===== src/rtl/uart_pkg.sv =====
// -----------------------------------------------------------------------------
// uart_pkg
//   Shared types and constants for the UART transmit scheduler.
//   - uart_sched_state_t : scheduler FSM states
//   - BIT_PERIOD_W       : width of the transmitter bit-period register
// -----------------------------------------------------------------------------
package uart_pkg;

    localparam int unsigned BIT_PERIOD_W = 16;

    typedef enum logic [2:0] {
        IDLE,
        ISSUE,
        WAIT_BUSY,
        WAIT_DONE,
        CFG
    } uart_sched_state_t;

endpackage


===== src/rtl/rr_arbiter.sv =====
// -----------------------------------------------------------------------------
// rr_arbiter
//   Purely combinational round-robin arbiter. The search starts at index
//   ptr and wraps around, so the first requester at or above ptr wins;
//   otherwise the lowest-indexed requester below ptr wins.
// Ports
//   req  in  N      request vector
//   ptr  in  PTR_W  index with highest priority this cycle (must be < N)
//   gnt  out N      one-hot grant, all zero when req is zero
// -----------------------------------------------------------------------------
module rr_arbiter #(
    parameter  int unsigned N     = 4,
    localparam int unsigned PTR_W = $clog2(N)
) (
    input  logic [N-1:0]     req,
    input  logic [PTR_W-1:0] ptr,
    output logic [N-1:0]     gnt
);

    logic found;

    // Two passes replace a modulo index: first the upper segment
    // [ptr, N-1], then the wrapped segment [0, ptr-1].
    always_comb begin
        gnt   = '0;
        found = 1'b0;
        for (int unsigned i = 0; i < N; i++) begin
            if (!found && req[i] && (i >= 32'(ptr))) begin
                gnt[i] = 1'b1;
                found  = 1'b1;
            end
        end
        for (int unsigned i = 0; i < N; i++) begin
            if (!found && req[i]) begin
                gnt[i] = 1'b1;
                found  = 1'b1;
            end
        end
    end

endmodule


===== src/rtl/uart_tx_scheduler.sv =====
// -----------------------------------------------------------------------------
// uart_tx_scheduler
//   Shares one UART transmitter between NUM_REQ byte requesters. Round-robin
//   arbitration with packet lock: the granted requester keeps the link until
//   it sends a byte flagged last. Issues one-cycle start pulses, waits for the
//   transmitter's busy flag to rise and fall, and holds bit-period writes
//   until the link is idle so no frame changes baud midway.
// Ports
//   clk, rst_n          clock, asynchronous active-low reset
//   req_valid_i [N]     requester i has a byte
//   req_data_i  [8N]    byte of requester i at [8i+7:8i]
//   req_last_i  [N]     byte ends requester i's packet
//   req_ready_o [N]     byte of requester i accepted this cycle
//   cfg_wr_i            request a new bit period (last write wins)
//   cfg_bit_period_i    new bit period (clocks per bit - 1)
//   uart_tx_en_o        one-cycle start pulse to transmitter
//   uart_tx_data_o      byte to transmitter, held until the next accept
//   uart_tx_busy_i      transmitter busy
//   wr_bit_period_o     one-cycle bit-period write strobe
//   bit_period_o        bit-period value for that strobe
//   grant_o     [N]     one-hot current owner, zero when none
//   err_timeout_o       sticky: busy never rose after a start pulse
//   err_clr_i           clears err_timeout_o (a coincident timeout wins)
// -----------------------------------------------------------------------------
module uart_tx_scheduler
    import uart_pkg::*;
#(
    parameter int unsigned NUM_REQ      = 4,
    parameter int unsigned BUSY_TIMEOUT = 8
) (
    input  logic                      clk,
    input  logic                      rst_n,
    input  logic [NUM_REQ-1:0]        req_valid_i,
    input  logic [8*NUM_REQ-1:0]      req_data_i,
    input  logic [NUM_REQ-1:0]        req_last_i,
    output logic [NUM_REQ-1:0]        req_ready_o,
    input  logic                      cfg_wr_i,
    input  logic [BIT_PERIOD_W-1:0]   cfg_bit_period_i,
    output logic                      uart_tx_en_o,
    output logic [7:0]                uart_tx_data_o,
    input  logic                      uart_tx_busy_i,
    output logic                      wr_bit_period_o,
    output logic [BIT_PERIOD_W-1:0]   bit_period_o,
    output logic [NUM_REQ-1:0]        grant_o,
    output logic                      err_timeout_o,
    input  logic                      err_clr_i
);

    localparam int unsigned PTR_W  = $clog2(NUM_REQ);
    localparam int unsigned TCNT_W = $clog2(BUSY_TIMEOUT + 1);

    uart_sched_state_t        state_q, state_d;
    logic [PTR_W-1:0]         rr_ptr_q, rr_ptr_d;
    logic                     lock_q, lock_d;
    logic [PTR_W-1:0]         owner_q, owner_d;
    logic [7:0]               tx_data_q, tx_data_d;
    logic                     cfg_pend_q, cfg_pend_d;
    logic [BIT_PERIOD_W-1:0]  cfg_val_q, cfg_val_d;
    logic                     err_q, err_d;
    logic [TCNT_W-1:0]        tcnt_q, tcnt_d;

    logic [NUM_REQ-1:0]       owner_oh;
    logic [NUM_REQ-1:0]       masked_req;
    logic [NUM_REQ-1:0]       arb_gnt;
    logic [NUM_REQ-1:0]       ready;
    logic                     cfg_go;
    logic                     in_flight;
    logic                     timeout;
    logic [PTR_W-1:0]         sel_idx;
    logic [7:0]               sel_data;
    logic                     sel_last;
    logic [PTR_W-1:0]         next_ptr;

    assign owner_oh   = NUM_REQ'(1) << owner_q;
    // While locked only the owner may compete; an owner that drops valid
    // simply stalls the link.
    assign masked_req = lock_q ? (req_valid_i & owner_oh) : req_valid_i;

    rr_arbiter #(
        .N(NUM_REQ)
    ) u_arb (
        .req (masked_req),
        .ptr (rr_ptr_q),
        .gnt (arb_gnt)
    );

    // Pending configuration takes precedence over data whenever the
    // transmitter is idle.
    assign cfg_go = cfg_pend_q & ~uart_tx_busy_i;
    assign ready  = ((state_q == IDLE) && !cfg_go) ? (arb_gnt & req_valid_i) : '0;

    always_comb begin
        sel_idx  = '0;
        sel_data = '0;
        sel_last = 1'b0;
        for (int unsigned i = 0; i < NUM_REQ; i++) begin
            if (ready[i]) begin
                sel_idx  = PTR_W'(i);
                sel_data = req_data_i[8*i +: 8];
                sel_last = req_last_i[i];
            end
        end
    end

    assign next_ptr = (sel_idx == PTR_W'(NUM_REQ - 1)) ? '0 : sel_idx + PTR_W'(1);

    always_comb begin
        state_d    = state_q;
        rr_ptr_d   = rr_ptr_q;
        lock_d     = lock_q;
        owner_d    = owner_q;
        tx_data_d  = tx_data_q;
        cfg_pend_d = cfg_pend_q;
        cfg_val_d  = cfg_val_q;
        tcnt_d     = tcnt_q;
        timeout    = 1'b0;

        unique case (state_q)
            IDLE: begin
                if (cfg_go) begin
                    state_d = CFG;
                end else if (|ready) begin
                    tx_data_d = sel_data;
                    rr_ptr_d  = next_ptr;
                    lock_d    = ~sel_last;
                    owner_d   = sel_idx;
                    state_d   = ISSUE;
                end
            end
            ISSUE: begin
                tcnt_d  = '0;
                state_d = WAIT_BUSY;
            end
            WAIT_BUSY: begin
                // Busy is sampled on BUSY_TIMEOUT cycles after the pulse;
                // the timeout fires in the last of them if it never rose.
                if (uart_tx_busy_i) begin
                    state_d = WAIT_DONE;
                end else if (tcnt_q == TCNT_W'(BUSY_TIMEOUT - 1)) begin
                    timeout = 1'b1;
                    lock_d  = 1'b0;
                    state_d = IDLE;
                end else begin
                    tcnt_d = tcnt_q + TCNT_W'(1);
                end
            end
            WAIT_DONE: begin
                if (!uart_tx_busy_i) begin
                    state_d = IDLE;
                end
            end
            CFG: begin
                cfg_pend_d = 1'b0;
                state_d    = IDLE;
            end
            default: begin
                state_d = IDLE;
            end
        endcase

        // A write landing on the strobe cycle re-arms pending with the new value.
        if (cfg_wr_i) begin
            cfg_pend_d = 1'b1;
            cfg_val_d  = cfg_bit_period_i;
        end

        if (timeout) begin
            err_d = 1'b1;
        end else if (err_clr_i) begin
            err_d = 1'b0;
        end else begin
            err_d = err_q;
        end
    end

    always_ff @(posedge clk or negedge rst_n) begin
        if (!rst_n) begin
            state_q    <= IDLE;
            rr_ptr_q   <= '0;
            lock_q     <= 1'b0;
            owner_q    <= '0;
            tx_data_q  <= '0;
            cfg_pend_q <= 1'b0;
            cfg_val_q  <= '0;
            err_q      <= 1'b0;
            tcnt_q     <= '0;
        end else begin
            state_q    <= state_d;
            rr_ptr_q   <= rr_ptr_d;
            lock_q     <= lock_d;
            owner_q    <= owner_d;
            tx_data_q  <= tx_data_d;
            cfg_pend_q <= cfg_pend_d;
            cfg_val_q  <= cfg_val_d;
            err_q      <= err_d;
            tcnt_q     <= tcnt_d;
        end
    end

    assign in_flight       = (state_q == ISSUE) || (state_q == WAIT_BUSY) || (state_q == WAIT_DONE);
    assign req_ready_o     = ready;
    assign uart_tx_en_o    = (state_q == ISSUE);
    assign uart_tx_data_o  = tx_data_q;
    assign wr_bit_period_o = (state_q == CFG);
    assign bit_period_o    = (state_q == CFG) ? cfg_val_q : '0;
    assign grant_o         = (lock_q || in_flight) ? owner_oh : '0;
    assign err_timeout_o   = err_q;

endmodule

===== config.mk =====
export PLATFORM = sky130hd
export DESIGN_NAME = uart_tx_scheduler
export DESIGN_NICKNAME = d
export VERILOG_FILES = /design/src/rtl/uart_pkg.sv /design/src/rtl/rr_arbiter.sv /design/src/rtl/uart_tx_scheduler.sv
export SDC_FILE = /design/constraint.sdc
export NUM_CORES = 1
export LEC_CHECK = 0
export BUFFER_PORTS_ARGS = -buffer_cell sky130_fd_sc_hd__buf_2
export CAP_MARGIN = 20
export CORE_MARGIN = 3
export CORE_UTILIZATION = 30
export CTS_CLUSTER_DIAMETER = 30
export DETAILED_ROUTE_END_ITERATION = 12
export GPL_TIMING_DRIVEN = 0
export SLEW_MARGIN = 20
export SYNTH_ARGS = -nofsm -noshare
export SYNTH_HDL_FRONTEND = slang
export SYNTH_SLANG_ARGS = --single-unit

===== constraint.sdc =====
create_clock -name clk -period 3 [get_ports clk]
set_input_delay 0.15 -clock clk [delete_from_list [all_inputs] [get_ports clk]]
set_output_delay 0.15 -clock clk [all_outputs]
set_load 0.02 [all_outputs]

==> results of run 1 <==
## logic make-up (layout without fill, tap and decap cells)
kind of cell             Yosys count  after routing  share of synthesized area [%]
AO/OA/AOI/OAI                     56             56                          20.71
XOR/XNOR                           2              2                         0.8146
adder cells (fa/ha/maj)            1              1                         0.5816
buffers and inverters             21            122                          4.770
flip-flops                        38             38                          44.21
multiplexers                      17             17                          8.900
AND/OR/NAND/NOR                   78             78                          20.01
## flip-flops by register name (all words and copies together) (netlist names)
| signal | cells |
|---|---|
| cfg_val_q | 16 |
| uart_tx_data_o | 8 |
| tcnt_q | 4 |
| state_q | 3 |
| owner_q | 2 |
| rr_ptr_q | 2 |
| cfg_pend_q | 1 |
| err_timeout_o | 1 |
| lock_q | 1 |
## metrics by stage
step	hold WS (ns)	std cells	cell area, um2	total power, mW
after detailed placement	0.3365	403	2741	1.914
after global placement	0.3357	403	2741	1.890
after floorplan	-0.1456	213	2151	1.562
after CTS	0.02204	410	2854	2.369
final	-0.02991	410	2856	2.346
after global routing	0.05091	410	2856	2.534
## critical path: cells and delay by family, from the launching register on
family	cells	cell delay, ns
AO/OA/AOI/OAI	2	0.91
buffers and inverters	2	0.57
AND/OR/NAND/NOR	1	0.43
flip-flops	1	0.42
## where the power goes
group	total [mW]	switching [mW]	internal, mW
combinational	1.13	0.653	0.475
sequential	0.774	0.114	0.660
clock	0.444	0.178	0.266
## placed cells by master, fill, tap and decap left out, drive strengths merged, types with 5 or more instances in the layout
cell and count:
a21o 9, a221oi 8, and3 18, buf 100
clkbuf 15, dfrtp 38, inv 5, mux2 17
nand2 10, nor2 21, o21ai 5, o2bb2ai 8
## path summary, 6_finish.rpt
| kind | startpoint | endpoint | cells past startpoint |
|---|---|---|---|
| worst max-delay path | state_q[2] | req_ready_o[1] | 5 |
| worst min-delay path | rst_n | tcnt_q[2] | 1 |
| worst max register to register | state_q[2] | rr_ptr_q[1] | 9 |
| worst min register to register | cfg_pend_q | cfg_pend_q | 1 |
| max in group asynchronous | rst_n | owner_q[0] | 1 |
| min in group clk | cfg_bit_period_i[14] | cfg_val_q[14] | 2 |
## routing by layer
metal / share of wire [%] / up-vias
li1: - / 993
met1: 48 / 968
met2: 44 / 65
met3: 6.6 / 9
met4: 1.2 / 0
met5: 0 / -
## final cells by class
type                    count  share of cell area, %
plain buffers              15                  2.847
clock buffers               6                  2.891
clock inverters             1                  1.051
inverters                   6                 0.8322
multi-input cells         154                  38.41
flip-flops and latches     38                  33.29
well taps                  96                  4.205
repair buffers             94                  16.47
## repair_timing
item | CTS | global route
setup endpoints to repair | 0 | 2
buffers inserted | 0 | 0
resized for setup | 0 | 4
hold buffers | 0 | 0
==> impl_summary.log, run 1 <==
[metrics] outcome: finished with violations
[metrics] violated checks: negative hold slack
[metrics] worst slew margin relative to its limit: 40.96%
[metrics] GRT busiest layer: met2
[metrics] number of antenna violations at the first check in global routing: 0
[metrics] sequential share of the synthesized area: about 44%
[metrics] area occupied by registers: 950.9 um2
[metrics] number of global-route vias before repair: roughly 2,100
[metrics] worst setup skew after layout: roughly 0.0064 ns
[metrics] pin count of the biggest net entering global routing: 39
[metrics] global-route wire length before repair: approximately 9.9 mm
[metrics] Top FF cell, synth: dfrtp_1
[metrics] Arrival @ worst endpoint: 2.62 ns
[metrics] fin crit share: 92.27%
[metrics] top cells by count, synth: dfrtp_1, nor2_1, and3_1
[metrics] Multi-input gate area: 0.001097 mm2
[metrics] Post-Syn Area: 0.002151 mm2
[metrics] number of endpoints failing setup at the final stage: 0
[metrics] number of instances in the synthesized netlist: 213
[metrics] leakage power of the design: 1.517 nW
[metrics] register-to-register setup slack: ~0.33 ns
[metrics] worst-path cell chain: or3_4 > a311o_1 > a2111oi_2 > buf_2 > buf_2
[metrics] number of nets produced by synthesis: 275
[metrics] Least-Margin Pin Slew: 0.8855 ns
[metrics] worst-path cell with the longest stage delay: a2111oi_2
[metrics] most instantiated library cell after synthesis: dfrtp_1
[metrics] leftover overflow at the end of global routing: 0
[metrics] FP Rows: 30
[metrics] later-pin clock latency in the skew report: 0.28 ns
[metrics] met1 Usage GRT: 19.81%
[metrics] H-tree levels: 2
[metrics] DRC violation count after routing: 0
[metrics] number of violations reported at the end of detailed-routing iteration 0: 98
[metrics] antenna cells: 0
[metrics] Synth async-reset ratio: 100.0%
[metrics] post-DR vias/cell: about 5
[metrics] clock tree from TritonCTS: done
[metrics] peak fanout along the critical path: 10
[metrics] overall routing resource usage: 14.88%
[metrics] leading cell types by total area after synthesis: dfrtp_1, mux2_2, and3_1
[metrics] yosys warns: 0
[metrics] VDD IR max: 0.2901 mV
[metrics] Bufs on Longest Clock Path: 2
[metrics] total number of vias: roughly 2,000
[metrics] iteration count of the initial detailed-routing pass: 4
[metrics] M3 GR Usage: 4.750%
[metrics] Util after Layout: 41.58%
[metrics] synth unique cells: 49
[metrics] fmax: 361.2 MHz
[metrics] pins over their slew limit: 0
[metrics] classification of the worst-slack hold path: primary input to async pin
[metrics] flops & latches, synth: 38
[metrics] final net count: 376
[metrics] Setup crit end kind: primary output
[metrics] fill cell total of the finished layout: 686
[metrics] most common cell type on the critical path: buf_2
[metrics] Die Ht: slightly above 90 um
[metrics] area leader, netlist: dfrtp_1
[metrics] Hold Worst Slack: -0.02991 ns
[metrics] antenna-violating nets left: 0
[metrics] final routed wire length divided by cell count: 14.62 um
[metrics] ratio of cells with drive above 1 in the final layout: between 40% and 50%
[metrics] Max-cap violations: 0
[metrics] Final Critical Period: around 2.8 ns
[metrics] die span in x: 90.67 um
[metrics] delay of the slowest cell on the worst path: 0.54 ns
[metrics] number of I/O port buffers: 94
[metrics] setup repair after global routing missed its margin: false
[metrics] startpoint types: flop
[metrics] Post-synth EDFFs: 0
[metrics] core box area: 0.006869 mm2
[metrics] clock slew at the register clock pins of the worst setup and hold paths: 0.07 ns
[metrics] Final Wtd Congestion: between 0.7 and 0.8
[metrics] Power Density: about 820 mW/mm2
[metrics] number of buffers created by CTS: 5
[metrics] Fin. Hold Viols: 27
[metrics] total die area: between 0.008 and 0.009 mm2
[metrics] dpl hpwl: 4.417 mm
[metrics] I/O pin count: 96
[metrics] data required time at the worst endpoint: 2.85 ns
[metrics] routed wire length: 5.995 mm
[metrics] total clock sinks: 38
[metrics] worst path setup slack after routing: 0.2318 ns
[metrics] root buffer cell: clkbuf_8
[metrics] synthesized area per cell: 10.10 um2
[metrics] setup TNS: 0 ns
[metrics] fraction of met2 tracks used by global routing: between 20 and 25%
[metrics] initial core utilization: 31.31%
[metrics] Setup Crit Path Kind: flop to primary output
[metrics] area share of the largest cell type after synthesis: 44.21%
[metrics] Place WS: about 0.35 ns
[metrics] layout-stage area growth over the synthesis result: 32.81%
(Power assumes the default switching activity.)
==> run 2, diff against run 1 <==
- CORE_UTILIZATION: 30 -> 47
- PLACE_DENSITY: default -> 0.8
- SLEW_MARGIN: 20 -> 0
==> run 2 against run 1 <==
The flow now finishes without violations. First-iteration DRC count up 15%. Via count up 1.1%. Sequential power about the same. Non-clock buffer count up 1. Hold slack better by 0.11 ns. Largest power group unchanged.
==> impl_summary.log, run 2 (same netlist as run 1, synthesis figures left out) <==
[metrics] post-CTS repair timing setup buffer count: 0 (unchanged)
[metrics] total clock sinks: 38 (unchanged)
[metrics] classification of the worst-slack hold path: primary input to flop
[metrics] outcome: finished clean
[metrics] Final Wtd Congestion: 0.9211 (+15%)
[metrics] data required time at the worst endpoint: 2.85 ns (about the same)
[metrics] dpl hpwl: 4.222 mm (-4.4%)
[metrics] pins over their slew limit: 0 (unchanged)
[metrics] startpoint types: flop
[metrics] final net count: 377 (+0.27%)
[metrics] most common library cell in the layout ignoring fill and taps: buf_2
[metrics] peak fanout along the critical path: 10 (unchanged)
[metrics] fmax: 363.0 MHz (+0.49%)
[metrics] FP Rows: 23 (-23%)
[metrics] Final Critical Period: 2.755 ns (-0.01338 ns)
[metrics] fin crit share: 91.83% (-0.45 points)
[metrics] antenna-violating nets left: 0 (unchanged)
[metrics] final routed wire length divided by cell count: 15.48 um (+5.8%)
[metrics] VDD IR max: 0.5301 mV (+83%)
[metrics] Arrival @ worst endpoint: 2.60 ns (-0.02 ns)
[metrics] post-DR vias/cell: 5.636 (+14%)
[metrics] total number of vias: 2,057 (+1.1%)
[metrics] core box area: 0.004202 mm2 (-39%)
[metrics] routed wire length: 5.649 mm (-5.8%)
[metrics] pin count of the biggest net entering global routing: 39 (unchanged)
[metrics] ratio of cells with drive above 1 in the final layout: 42.54% (-0.14 points)
[metrics] global-route wire length before repair: 9.246 mm (-6.9%)
[metrics] clock slew at the register clock pins of the worst setup and hold paths: 0.07 ns (about the same)
[metrics] clock tree from TritonCTS: done
[metrics] worst slew margin relative to its limit: 42.77% (+1.8 points)
[metrics] later-pin clock latency in the skew report: 0.29 ns (about the same)
[metrics] Power Density: 830.0 mW/mm2 (+1.1%)
[metrics] worst-path cell with the longest stage delay: a2111oi_2
[metrics] setup TNS: 0 ns (unchanged)
[metrics] setup repair after global routing missed its margin: false
[metrics] post-route non-filler standard cell count: 365 (-11%)
[metrics] largest register by flop count: cfg_val_q
[metrics] Max-cap violations: 0 (unchanged)
[metrics] DRC violation count after routing: 0 (unchanged)
[metrics] number of I/O port buffers: 94 (unchanged)
[metrics] placed cells: 357 (-11%)
[metrics] I/O pin count: 96 (unchanged)
[metrics] number of endpoints failing setup at the final stage: 0 (unchanged)
[metrics] total die area: 0.005424 mm2 (-34%)
[metrics] antenna cells: 0 (unchanged)
[metrics] number of antenna violations at the first check in global routing: 0 (unchanged)
[metrics] Bufs on Longest Clock Path: 2 (unchanged)
[metrics] most common cell type on the critical path: buf_2
[metrics] number of violations reported at the end of detailed-routing iteration 0: 113 (+15%)
[metrics] register-to-register setup slack: 0.35 ns (+0.02 ns)
[metrics] overall routing resource usage: 22.23% (+7.3 points)
[metrics] leakage power of the design: 1.521 nW (+0.28%)
[metrics] leftover overflow at the end of global routing: 0 (unchanged)
[metrics] Least-Margin Pin Slew: 0.8584 ns (-0.02713 ns)
[metrics] leading cell types in the layout, fill and taps excluded: buf_2, dfrtp_1, nor2_1, and3_1, mux2_2
[metrics] Setup Crit Path Kind: flop to primary output
[metrics] Die Ht: 73.65 um (-19%)
[metrics] number of global-route vias before repair: 2,065 (-0.63%)
[metrics] H-tree levels: 2 (unchanged)
[metrics] number of flip-flops under the largest register name: 16 (unchanged)
[metrics] number of buffers created by CTS: 5 (unchanged)
[metrics] layout-stage area growth over the synthesis result: 30.60%
[metrics] Fin. Hold Viols: 0 (-100%)
[metrics] delay of the slowest cell on the worst path: 0.54 ns (about the same)
[metrics] die span in x: 73.65 um (-19%)
[metrics] root buffer cell: clkbuf_8
[metrics] initial core utilization: 51.19% (+20 points)
[metrics] Setup crit end kind: primary output
[metrics] worst setup skew after layout: 0.005640 ns (-0.0007791 ns)
[metrics] iteration count of the initial detailed-routing pass: 4 (unchanged)
[metrics] worst-path cell chain: or3_4 > a311o_1 > a2111oi_2 > buf_2 > buf_2
-- run 2: cell types whose count changed in the layout (fill, tap and decap cells not counted), sizes merged --
cell | previous run | this run
dlygate4sd3 | 0 | 1
-- run 2: worst paths after layout --
check	from	endpoint	cells after the start
worst max-delay path	state_q[0]	req_ready_o[1]	5
worst min-delay path	cfg_bit_period_i[4]	cfg_val_q[4]	2
worst max register to register	state_q[0]	rr_ptr_q[1]	9
worst min register to register	cfg_pend_q	cfg_pend_q	1
max in group asynchronous	rst_n	uart_tx_data_o[6]	2
min in group asynchronous	rst_n	err_timeout_o	2
-- run 2: critical path, delay by kind of cell (launching register included) --
family	cells	cell delay, ns
compound gates	2	0.91
buf+inv	2	0.55
flops	1	0.43
simple gates	1	0.42
-- run 2: through the flow --
step	total power, mW	util [%]	setup slack [ns]	hold WS, ns	cell area (um2)
2_1_floorplan	1.562	-	0.5234	-0.1456	2151
3_3_place_gp	1.872	63.88	0.3722	0.3077	2684
3_5_place_dp	1.889	63.88	0.3762	0.3097	2684
4_1_cts	2.341	66.80	0.1272	0.08080	2806
5_1_grt	2.507	66.86	0.1041	0.07768	2809
6_report	2.331	66.86	0.2452	0.08451	2809
-- run 2: final cells by class --
cell class / instances / area (um2)
clock inverter: 1 / 30.03
buffer: 15 / 81.33
timing repair buffer: 95 / 480.5
tap: 50 / 62.56
sequential: 38 / 950.9
multi-input combinational: 154 / 1097
fill: 357 / 1393
inverter: 6 / 23.77
clock buffer: 6 / 82.58
-- run 2: what timing repair did --
item,4_1_cts,5_1_grt
hold buffers,1,0
setup endpoints to repair,0,2
gates resized for setup,0,4
endpoints found under the hold margin,14,0
-- run 2: metal layers --
| layer | wire [um] | track usage, % | up-vias |
|---|---|---|---|
| met5 | 0 | 0 | - |
| met4 | 61 | 7.847 | 0 |
| met3 | 384 | 8.345 | 7 |
| met2 | 2713 | 33.76 | 62 |
| met1 | 2490 | 29.02 | 995 |
| li1 | - | - | 993 |
-- run 2: power by group --
| part | switching (mW) | internal [mW] | total [mW] | leakage [nW] |
|---|---|---|---|---|
| registers | 0.113 | 0.661 | 0.773 | 0.455 |
| clock network | 0.179 | 0.266 | 0.445 | 0.0573 |
| logic | 0.636 | 0.477 | 1.11 | 1.01 |
| total | 0.928 | 1.40 | 2.33 | 1.52 |
